===== src/rtl/toy_bus_mem_ack_buffer.sv =====
// Credit-gated ack buffer between a bus port and a fixed-latency memory node.
// Reads are admitted only while a FIFO slot is reserved, so node acks never need backpressure.
module toy_bus_mem_ack_buffer #(
  parameter int DEPTH  = 4,
  parameter int DATA_W = 256,
  parameter int SB_W   = 32,
  parameter int ID_W   = 4
) (
  input  logic                       clk,
  input  logic                       rst,
  input  logic                       up_req_vld,
  output logic                       up_req_rdy,
  input  logic [31:0]                up_req_addr,
  input  logic [DATA_W/8-1:0]        up_req_strb,
  input  logic [DATA_W-1:0]          up_req_data,
  input  logic                       up_req_opcode,
  input  logic [ID_W-1:0]            up_req_src_id,
  input  logic [ID_W-1:0]            up_req_tgt_id,
  input  logic [SB_W-1:0]            up_req_sideband,
  output logic                       dn_req_vld,
  input  logic                       dn_req_rdy,
  output logic [31:0]                dn_req_addr,
  output logic [DATA_W/8-1:0]        dn_req_strb,
  output logic [DATA_W-1:0]          dn_req_data,
  output logic                       dn_req_opcode,
  output logic [ID_W-1:0]            dn_req_src_id,
  output logic [ID_W-1:0]            dn_req_tgt_id,
  output logic [SB_W-1:0]            dn_req_sideband,
  input  logic                       dn_ack_vld,
  output logic                       dn_ack_rdy,
  input  logic                       dn_ack_opcode,
  input  logic [DATA_W-1:0]          dn_ack_data,
  input  logic [SB_W-1:0]            dn_ack_sideband,
  input  logic [ID_W-1:0]            dn_ack_src_id,
  input  logic [ID_W-1:0]            dn_ack_tgt_id,
  output logic                       up_ack_vld,
  input  logic                       up_ack_rdy,
  output logic                       up_ack_opcode,
  output logic [DATA_W-1:0]          up_ack_data,
  output logic [SB_W-1:0]            up_ack_sideband,
  output logic [ID_W-1:0]            up_ack_src_id,
  output logic [ID_W-1:0]            up_ack_tgt_id,
  output logic [$clog2(DEPTH+1)-1:0] outstanding,
  output logic                       err_overflow
);

  localparam int CNT_W   = $clog2(DEPTH + 1);
  localparam int PTR_W   = (DEPTH > 1) ? $clog2(DEPTH) : 1;
  localparam int ENTRY_W = 1 + DATA_W + SB_W + 2 * ID_W;

  localparam logic [CNT_W-1:0] DEPTH_C  = CNT_W'(DEPTH);
  localparam logic [PTR_W-1:0] LAST_PTR = PTR_W'(DEPTH - 1);

  logic [ENTRY_W-1:0] mem [DEPTH];
  logic [PTR_W-1:0]   wr_ptr;
  logic [PTR_W-1:0]   rd_ptr;
  logic [CNT_W-1:0]   count;

  logic admit;
  logic issue;
  logic pop;
  logic full;
  logic push_ok;

  function automatic logic [PTR_W-1:0] next_ptr(input logic [PTR_W-1:0] ptr);
    return (ptr == LAST_PTR) ? '0 : ptr + PTR_W'(1);
  endfunction

  // Writes bypass the credit check because the node never acks them.
  assign admit      = up_req_opcode | (outstanding < DEPTH_C);
  assign dn_req_vld = up_req_vld & admit;
  assign up_req_rdy = dn_req_rdy & admit;

  assign dn_req_addr     = up_req_addr;
  assign dn_req_strb     = up_req_strb;
  assign dn_req_data     = up_req_data;
  assign dn_req_opcode   = up_req_opcode;
  assign dn_req_src_id   = up_req_src_id;
  assign dn_req_tgt_id   = up_req_tgt_id;
  assign dn_req_sideband = up_req_sideband;

  assign dn_ack_rdy = 1'b1;

  assign issue   = dn_req_vld & dn_req_rdy & ~dn_req_opcode;
  assign pop     = up_ack_vld & up_ack_rdy;
  assign full    = (count == DEPTH_C);
  assign push_ok = dn_ack_vld & (~full | pop);

  assign up_ack_vld = (count != '0);
  assign {up_ack_opcode, up_ack_data, up_ack_sideband, up_ack_src_id, up_ack_tgt_id} = mem[rd_ptr];

  always_ff @(posedge clk) begin
    if (rst) begin
      wr_ptr       <= '0;
      rd_ptr       <= '0;
      count        <= '0;
      outstanding  <= '0;
      err_overflow <= 1'b0;
    end else begin
      if (push_ok) wr_ptr <= next_ptr(wr_ptr);
      if (pop)     rd_ptr <= next_ptr(rd_ptr);

      if (push_ok && !pop)      count <= count + CNT_W'(1);
      else if (!push_ok && pop) count <= count - CNT_W'(1);

      // A push into a full FIFO without a same-cycle pop is dropped and flagged.
      if (dn_ack_vld && full && !pop) err_overflow <= 1'b1;

      if (issue && !pop && (outstanding != DEPTH_C))
        outstanding <= outstanding + CNT_W'(1);
      else if (!issue && pop && (outstanding != '0))
        outstanding <= outstanding - CNT_W'(1);
    end
  end

  always_ff @(posedge clk) begin
    if (push_ok)
      mem[wr_ptr] <= {dn_ack_opcode, dn_ack_data, dn_ack_sideband, dn_ack_src_id, dn_ack_tgt_id};
  end

endmodule

===== config.mk =====
export PLATFORM = sky130hd
export DESIGN_NAME = toy_bus_mem_ack_buffer
export DESIGN_NICKNAME = d
export VERILOG_FILES = /design/src/rtl/toy_bus_mem_ack_buffer.sv
export SDC_FILE = /design/constraint.sdc
export NUM_CORES = 1
export LEC_CHECK = 0
export BUFFER_PORTS_ARGS = -buffer_cell sky130_fd_sc_hd__buf_2
export CORE_AREA = 2 2 517 519
export CTS_CLUSTER_DIAMETER = 100
export DETAILED_ROUTE_END_ITERATION = 16
export DIE_AREA = 0 0 519 521
export SLEW_MARGIN = 10
export SYNTH_ARGS = -nofsm -noshare
export SYNTH_HDL_FRONTEND = slang
export SYNTH_SLANG_ARGS = --single-unit

===== constraint.sdc =====
create_clock -name clk -period 15.2 [get_ports clk]
set_input_delay 1.52 -clock clk [delete_from_list [all_inputs] [get_ports clk]]
set_output_delay 1.52 -clock clk [all_outputs]
set_load 0.005 [all_outputs]

==> impl_metrics.tcl, run 1 <==
set metrics [dict create \
    status "complete, no violations" \
    fin_crit_sh_pct 42.12 \
    p_leak_nw 17.52 \
    cts_tree "yes" \
    cell_internal_pwr_mw 6.530 \
    swShare_pct 25.08 \
    wirelength_mm 122.9 \
    synth_top_area_share_pct 77.05 \
    r2r-start "count[0]$_SDFFE_PP0P_" \
    dp_hpwl_mm 84.98 \
    track_usage_pct 8.699 \
    start_util_pct 17.51 \
    clock_sinks 1201 \
    cts-root-buf "clkbuf_16" \
    worst-r2r-setup-slack_ps 10680 \
    clockPowerShare_pct 37.6 \
    numCtsBuffers 140 \
    max-cap-violations 0 \
    fmax_mhz 156.2 \
    post-route-util_pct 20.94 \
    endpoint "up_ack_data[148]" \
    final_antenna_net_count 0 \
    period_minus_slack_ps 6402 \
    setup_viol 0 \
    reg2regPathDepth 6 \
    drt-initial-drc-count 1282 \
    area_growth_pct 19.57 \
    postCtsSetupBuffers 0 \
    vias_per_cell 3.471 \
    powerDensity_nw_per_um2 157.4 \
    p_switching_mw 2.186 \
    ir_drop_mv 0.1134 \
    drc 0 \
    htree_levels 4 \
    synth_commonest_cells "1188 x edfxtp_1, 363 x buf_4, 297 x mux4_2" \
    seqPwrFrac_pct 45.9 \
    fp.dieH_um 521 \
    finalHoldViolations 0 \
    grt_max_degree 99 \
    synthCells 1992 \
    die_area_sq_um 270400 \
    detail_route.wl_per_cell_um 20.54 \
    grt_setup_unrepaired "no" \
    clkSlewWorstSetupHoldPaths_ps 60 \
    hp-class "reg -> reg" \
    tightestPinTransition_ps 982.0 \
    port_buffers 608 \
    cp.required_ps 13680 \
    clock_skew_ps 47.11 \
    dr_total_vias 20780 \
    rows 189 \
    postCtsHoldBufs 0 \
    cp.arrival_ps 4880 \
    clkLatencyLatePin_ps 790 \
    pwr-share-comb_pct 16.5 \
    ios 1330 \
    drive_above_1_share_pct 46.89 \
    syn_area_sq_um 46300 \
    synth_edf_count 1188 \
    cts_resized 0 \
    syn_nets 2664 \
    yosysMostFrequentCell "edfxtp_1" \
    synth-seq-area-share_pct 77.61 \
    synth.area.top_cells "edfxtp_1 77%, mux4_2 14%, buf_4 5.9%, buf_6 0.66%, dfxtp_1 0.56%" \
    yosys_most_used_dff "edfxtp_1" \
    fill_cells 27670 \
    grt_pass1_wl_mm 169.6 \
    slew_headroom_pct 34.54 \
    ys_ff_latch 1201 \
    synthArstFlopShare_pct 0 \
    crit_type "reg -> out" \
    reg2reg_to "mem[2][189]$_DFFE_PP_" \
    core_sq_um 264400 \
    yosys_warnings 0 \
    antenna_found_initial 52 \
    start_kind "register" \
    fin_tns_setup_ps 0 \
    overflow 0 \
    cp-end-kind "primary output" \
    final_max_slew_viol_count 0 \
    syn_avg_cell_area_sq_um 23.24 \
    cts_buffer_depth 4 \
    grt_pass1_vias 21730 \
    hold_slack_ps 493.4 \
    yosysUniqueCellTypes 31 \
    first_pass_iters 6 \
    num-nets-final 3017 \
    yosysTopAreaCell "edfxtp_1" \
    path_max_fanout 45 \
    gp_congestion 0.7763 \
    die_w_um 519 \
]
==> worst min path at each step <==
| stage | from | to | slack, ps | depth (start not counted) |
|---|---|---|---|---|
| floorplan | err_overflow$_SDFFE_PP0P_ | err_overflow$_SDFFE_PP0P_ | 460 | 2 |
| global placement | err_overflow$_SDFFE_PP0P_ | err_overflow$_SDFFE_PP0P_ | 450 | 2 |
| detailed placement | err_overflow$_SDFFE_PP0P_ | err_overflow$_SDFFE_PP0P_ | 470 | 2 |
| CTS | err_overflow$_SDFFE_PP0P_ | err_overflow$_SDFFE_PP0P_ | 490 | 2 |
| global route | err_overflow$_SDFFE_PP0P_ | err_overflow$_SDFFE_PP0P_ | 530 | 2 |
| finish | err_overflow$_SDFFE_PP0P_ | err_overflow$_SDFFE_PP0P_ | 490 | 2 |
==> cells by family after synthesis <==
group | Yosys count | share of synthesized area, %
adders and majority gates | 8 | 0.2486
muxes | 302 | 14.56
and+or+nand+nor | 30 | 0.3649
AOI/OAI and AO/OA | 13 | 0.1730
DFF | 1201 | 77.61
xor gates and xnor gates | 2 | 0.03784
other | 1 | 0.008099
buffers and inverters | 435 | 6.999
==> stage by stage <==
step,instances,cell area (sq um),setup WS (ps),power (mW)
finish,5987,55360,8798,8.716
global route,5985,55360,8217,9.080
CTS,5979,55340,8438,8.883
detailed placement,5736,50850,9347,5.550
global placement,5736,50850,9362,5.530
floorplan,1992,46300,5917,5.064
==> registers in the layout (all words and copies together), names as in the netlist, named ones only <==
| signal | flops |
|---|---|
| wr_ptr | 2 |
| outstanding | 3 |
| err_overflow | 1 |
| mem | 1188 |
| rd_ptr | 2 |
| count | 3 |
==> worst max-delay path, stage by stage (launching register included) <==
cell     delay, ps
dfxtp_4        770
buf_4          820
buf_4          740
buf_4          780
mux4_2         610
buf_2          140
==> final cells by class <==
class	instances	area, sq um	share of cell area, %
inverters	4	15.01	0.02712
multi-input cells	356	7134	12.89
clock inverters	71	828.3	1.496
diodes	8	20.02	0.03616
well taps	3533	4420	7.985
repair buffers	642	3336	6.025
clock buffers	172	3665	6.620
flip-flops and latches	1201	35940	64.92
==> placed cells by master (no fill, tap or decap), drive strengths merged, types with 2 or more instances in the layout <==
cell type,Yosys,routed
or3,2,2
xor2,2,2
edfxtp,1188,1188
clkbuf,7,172
o21a,2,2
mux4,297,297
fa,2,2
mux2i,5,5
dfxtp,13,13
clkinvlp,0,5
ha,6,6
o21ai,2,2
nor3,4,4
and2,7,7
diode,0,8
nor2,10,10
bufinv,0,11
buf,424,642
clkinv,0,46
inv,4,13
a21oi,5,5
==> metal layers <==
layer | vias to the layer above | global-route usage (%) | wire length [um] | share of wire, %
met5 | - | 0 | 256 | 0.21
met4 | 40 | 5.702 | 8423 | 6.9
met3 | 382 | 4.564 | 14120 | 11
met2 | 1064 | 14.05 | 58520 | 48
met1 | 10730 | 8.759 | 41640 | 34
li1 | 8565 | - | - | -
==> power by group through the flow <==
stage | registers [mW] | clock network, mW | logic, mW
finish | 4.00 | 3.28 | 1.44
global route | 4.02 | 3.50 | 1.55
CTS | 4.00 | 3.40 | 1.48
detailed placement | 4.07 | 0 | 1.48
global placement | 4.06 | 0 | 1.47
floorplan | 4.10 | 0 | 0.960
No activity file was read; power rests on OpenSTA's default activity.
==> inputs of run 2 (changes only) <==
--- a/config.mk
+++ b/config.mk
@@ -6,10 +6,10 @@
 export NUM_CORES = 1
 export LEC_CHECK = 0
 export BUFFER_PORTS_ARGS = -buffer_cell sky130_fd_sc_hd__buf_2
-export CORE_AREA = 2 2 517 519
+export CORE_AREA = 2 2 522 524
 export CTS_CLUSTER_DIAMETER = 100
 export DETAILED_ROUTE_END_ITERATION = 16
-export DIE_AREA = 0 0 519 521
+export DIE_AREA = 0 0 524 526
 export SLEW_MARGIN = 10
 export SYNTH_ARGS = -nofsm -noshare
 export SYNTH_HDL_FRONTEND = slang
==> constraint.sdc (replaced) <==
create_clock -name clk -period 5.13 [get_ports clk]
set_input_delay 0.513 -clock clk [delete_from_list [all_inputs] [get_ports clk]]
set_output_delay 0.513 -clock clk [all_outputs]
set_load 0.005 [all_outputs]
==> run 2 against run 1 <==
  * Critical path depth shrank 1
  * Global-route usage grew 0.39 points
  * Cell area is 6.2% higher
  * Sequential cell count stayed put
  * Register-to-register slack lost 8500 ps
  * Clock power rose to 2.8 times the previous value
  * Critical path type unchanged
==> impl_metrics.tcl, run 2 (same netlist as run 1, synthesis figures left out) <==
set metrics [dict create \
    place_area_sq_um 51530 \
    powerDensity_nw_per_um2 440.8 \
    seqCellArea_sq_um 35940 \
    detail_route.wl_per_cell_um 20.50 \
    htree_levels 4 \
    setup_viol 0 \
    numCtsBuffers 136 \
    ios 1330 \
    seqPwrFrac_pct 45.6 \
    die_w_um 524 \
    start_util_pct 17.16 \
    p_leak_nw 19.00 \
    clock_skew_ps 43.79 \
    drive_above_1_share_pct 42.32 \
    regMostFlops "mem" \
    pwr-share-comb_pct 18.6 \
    cell_internal_pwr_mw 19.31 \
    largest_reg_flops 1188 \
    rows 191 \
    swShare_pct 25.47 \
    area_growth_pct 26.99 \
    port_buffers 608 \
    dr_total_vias 22020 \
    vias_per_cell 3.453 \
    overflow 0 \
    clkSlewWorstSetupHoldPaths_ps 60 \
    clockPowerShare_pct 35.8 \
    final_antenna_net_count 0 \
    clock_sinks 1201 \
    grt_pass1_wl_mm 180.7 \
    cp.required_ps 4620 \
    slew_headroom_pct 32.66 \
    num-nets-final 3368 \
    drc 0 \
    reg_top3 "mem x1188, count x3, outstanding x3" \
    layout_commonest_cell "edfxtp_1" \
    endpoint "up_ack_sideband[23]" \
    core_sq_um 269800 \
    cp.arrival_ps 2920 \
    cts_tree "yes" \
    stdcell_area_sq_um 58800 \
    max-cap-violations 0 \
    p_switching_mw 6.601 \
    die_area_sq_um 275600 \
    fin_crit_sh_pct 66.83 \
    fill_cells 27910 \
    cp-end-kind "primary output" \
    grt_max_degree 93 \
    grt_pass1_vias 23850 \
    fmax_mhz 291.7 \
    place_inst 5829 \
    first_pass_iters 5 \
    post-route-util_pct 21.79 \
    crit_type "reg -> out" \
    hp-class "in -> reg" \
    ir_drop_mv 0.3393 \
    hp-start "up_ack_rdy" \
    antenna_found_initial 15 \
    cts_buffer_depth 4 \
    finalNonFillerCells 6378 \
    reg2regPathDepth 4 \
    r2r-start "count[0]$_SDFFE_PP0P_" \
    path_max_fanout 40 \
    start_kind "register" \
    track_usage_pct 9.093 \
    cts_resized 0 \
    multiInputGateArea_sq_um 7134 \
    status "complete, no violations" \
    gp_congestion 0.7490 \
    period_minus_slack_ps 3429 \
    tightestPinTransition_ps 1010 \
    clkLatencyLatePin_ps 780 \
    worst-r2r-setup-slack_ps 2160 \
    grt_setup_unrepaired "no" \
    finalHoldViolations 0 \
    final_cell_mix "1188 x edfxtp_1, 608 x buf_2, 299 x dlygate4sd3_1" \
    final_max_slew_viol_count 0 \
    drt-initial-drc-count 1314 \
    wirelength_mm 130.7 \
    reg2reg_to "mem[1][213]$_DFFE_PP_" \
    fp.dieH_um 526 \
    cts-root-buf "clkbuf_16" \
    fin_tns_setup_ps 0 \
    p_total_mw 25.92 \
    dp_hpwl_mm 91.90 \
]
-- run 2: changes by cell type in the layout (fill, tap and decap cells not counted), sizes merged --
| cell | previous run | this run |
|---|---|---|
| bufinv | 11 | 8 |
| clkinv | 46 | 50 |
| buf | 642 | 698 |
| dlygate4sd3 | 0 | 299 |
| clkinvlp | 5 | 6 |
| clkbuf | 172 | 169 |
-- run 2: critical path, stage by stage (launching register included) --
cell and delay, ps:
dfxtp_4 810, buf_12 330, buf_4 390, mux4_2 410
buf_2 150
-- run 2: how the worst min path moves through the flow --
stage / depth (start not counted) / slack, ps / to
floorplan: 2 / 460 / err_overflow$_SDFFE_PP0P_
global placement: 2 / 500 / err_overflow$_SDFFE_PP0P_
detailed placement: 2 / 500 / err_overflow$_SDFFE_PP0P_
CTS: 4 / 100 / err_overflow$_SDFFE_PP0P_
global route: 4 / 190 / err_overflow$_SDFFE_PP0P_
finish: 4 / 200 / err_overflow$_SDFFE_PP0P_
-- run 2: final cells by class --
| cell class | instances | share of cell area, % |
|---|---|---|
| repair buffers | 997 | 11.84 |
| diodes | 8 | 0.03405 |
| inverters | 4 | 0.02554 |
| flip-flops and latches | 1201 | 61.13 |
| clock inverters | 73 | 1.166 |
| clock buffers | 169 | 6.071 |
| multi-input cells | 356 | 12.13 |
| well taps | 3570 | 7.597 |
-- run 2: metal layers --
metal	part of all wire [%]	wire length (um)	global-route usage [%]	up-vias
met4	6.4	8404	5.581	6
li1	-	-	-	9248
met1	35	45870	9.451	11360
met3	12	15190	4.346	330
met2	47	61210	14.68	1078
met5	0.037	49	0.7371	-
-- run 2: what timing repair did --
action | CTS | global route
hold endpoints to repair | 1199 | 0
setup buffers | 0 | 0
hold buffers | 299 | 0
-- run 2: through the flow --
stage	hold WS, ps	worst slack [ps]
after CTS	96.01	1491
after floorplan	460.4	210.0
after detailed placement	503.5	1946
final	204.6	1701
after global placement	504.0	1996
after global routing	188.9	1447
-- run 2: power by group through the flow --
stage	logic, mW	registers [mW]	clock network [mW]
3_3_place_gp	4.74	12.0	0
5_1_grt	5.21	11.9	9.95
2_1_floorplan	2.85	12.0	0
3_5_place_dp	4.74	12.0	0
4_1_cts	4.98	11.8	9.59
6_report	4.82	11.8	9.28
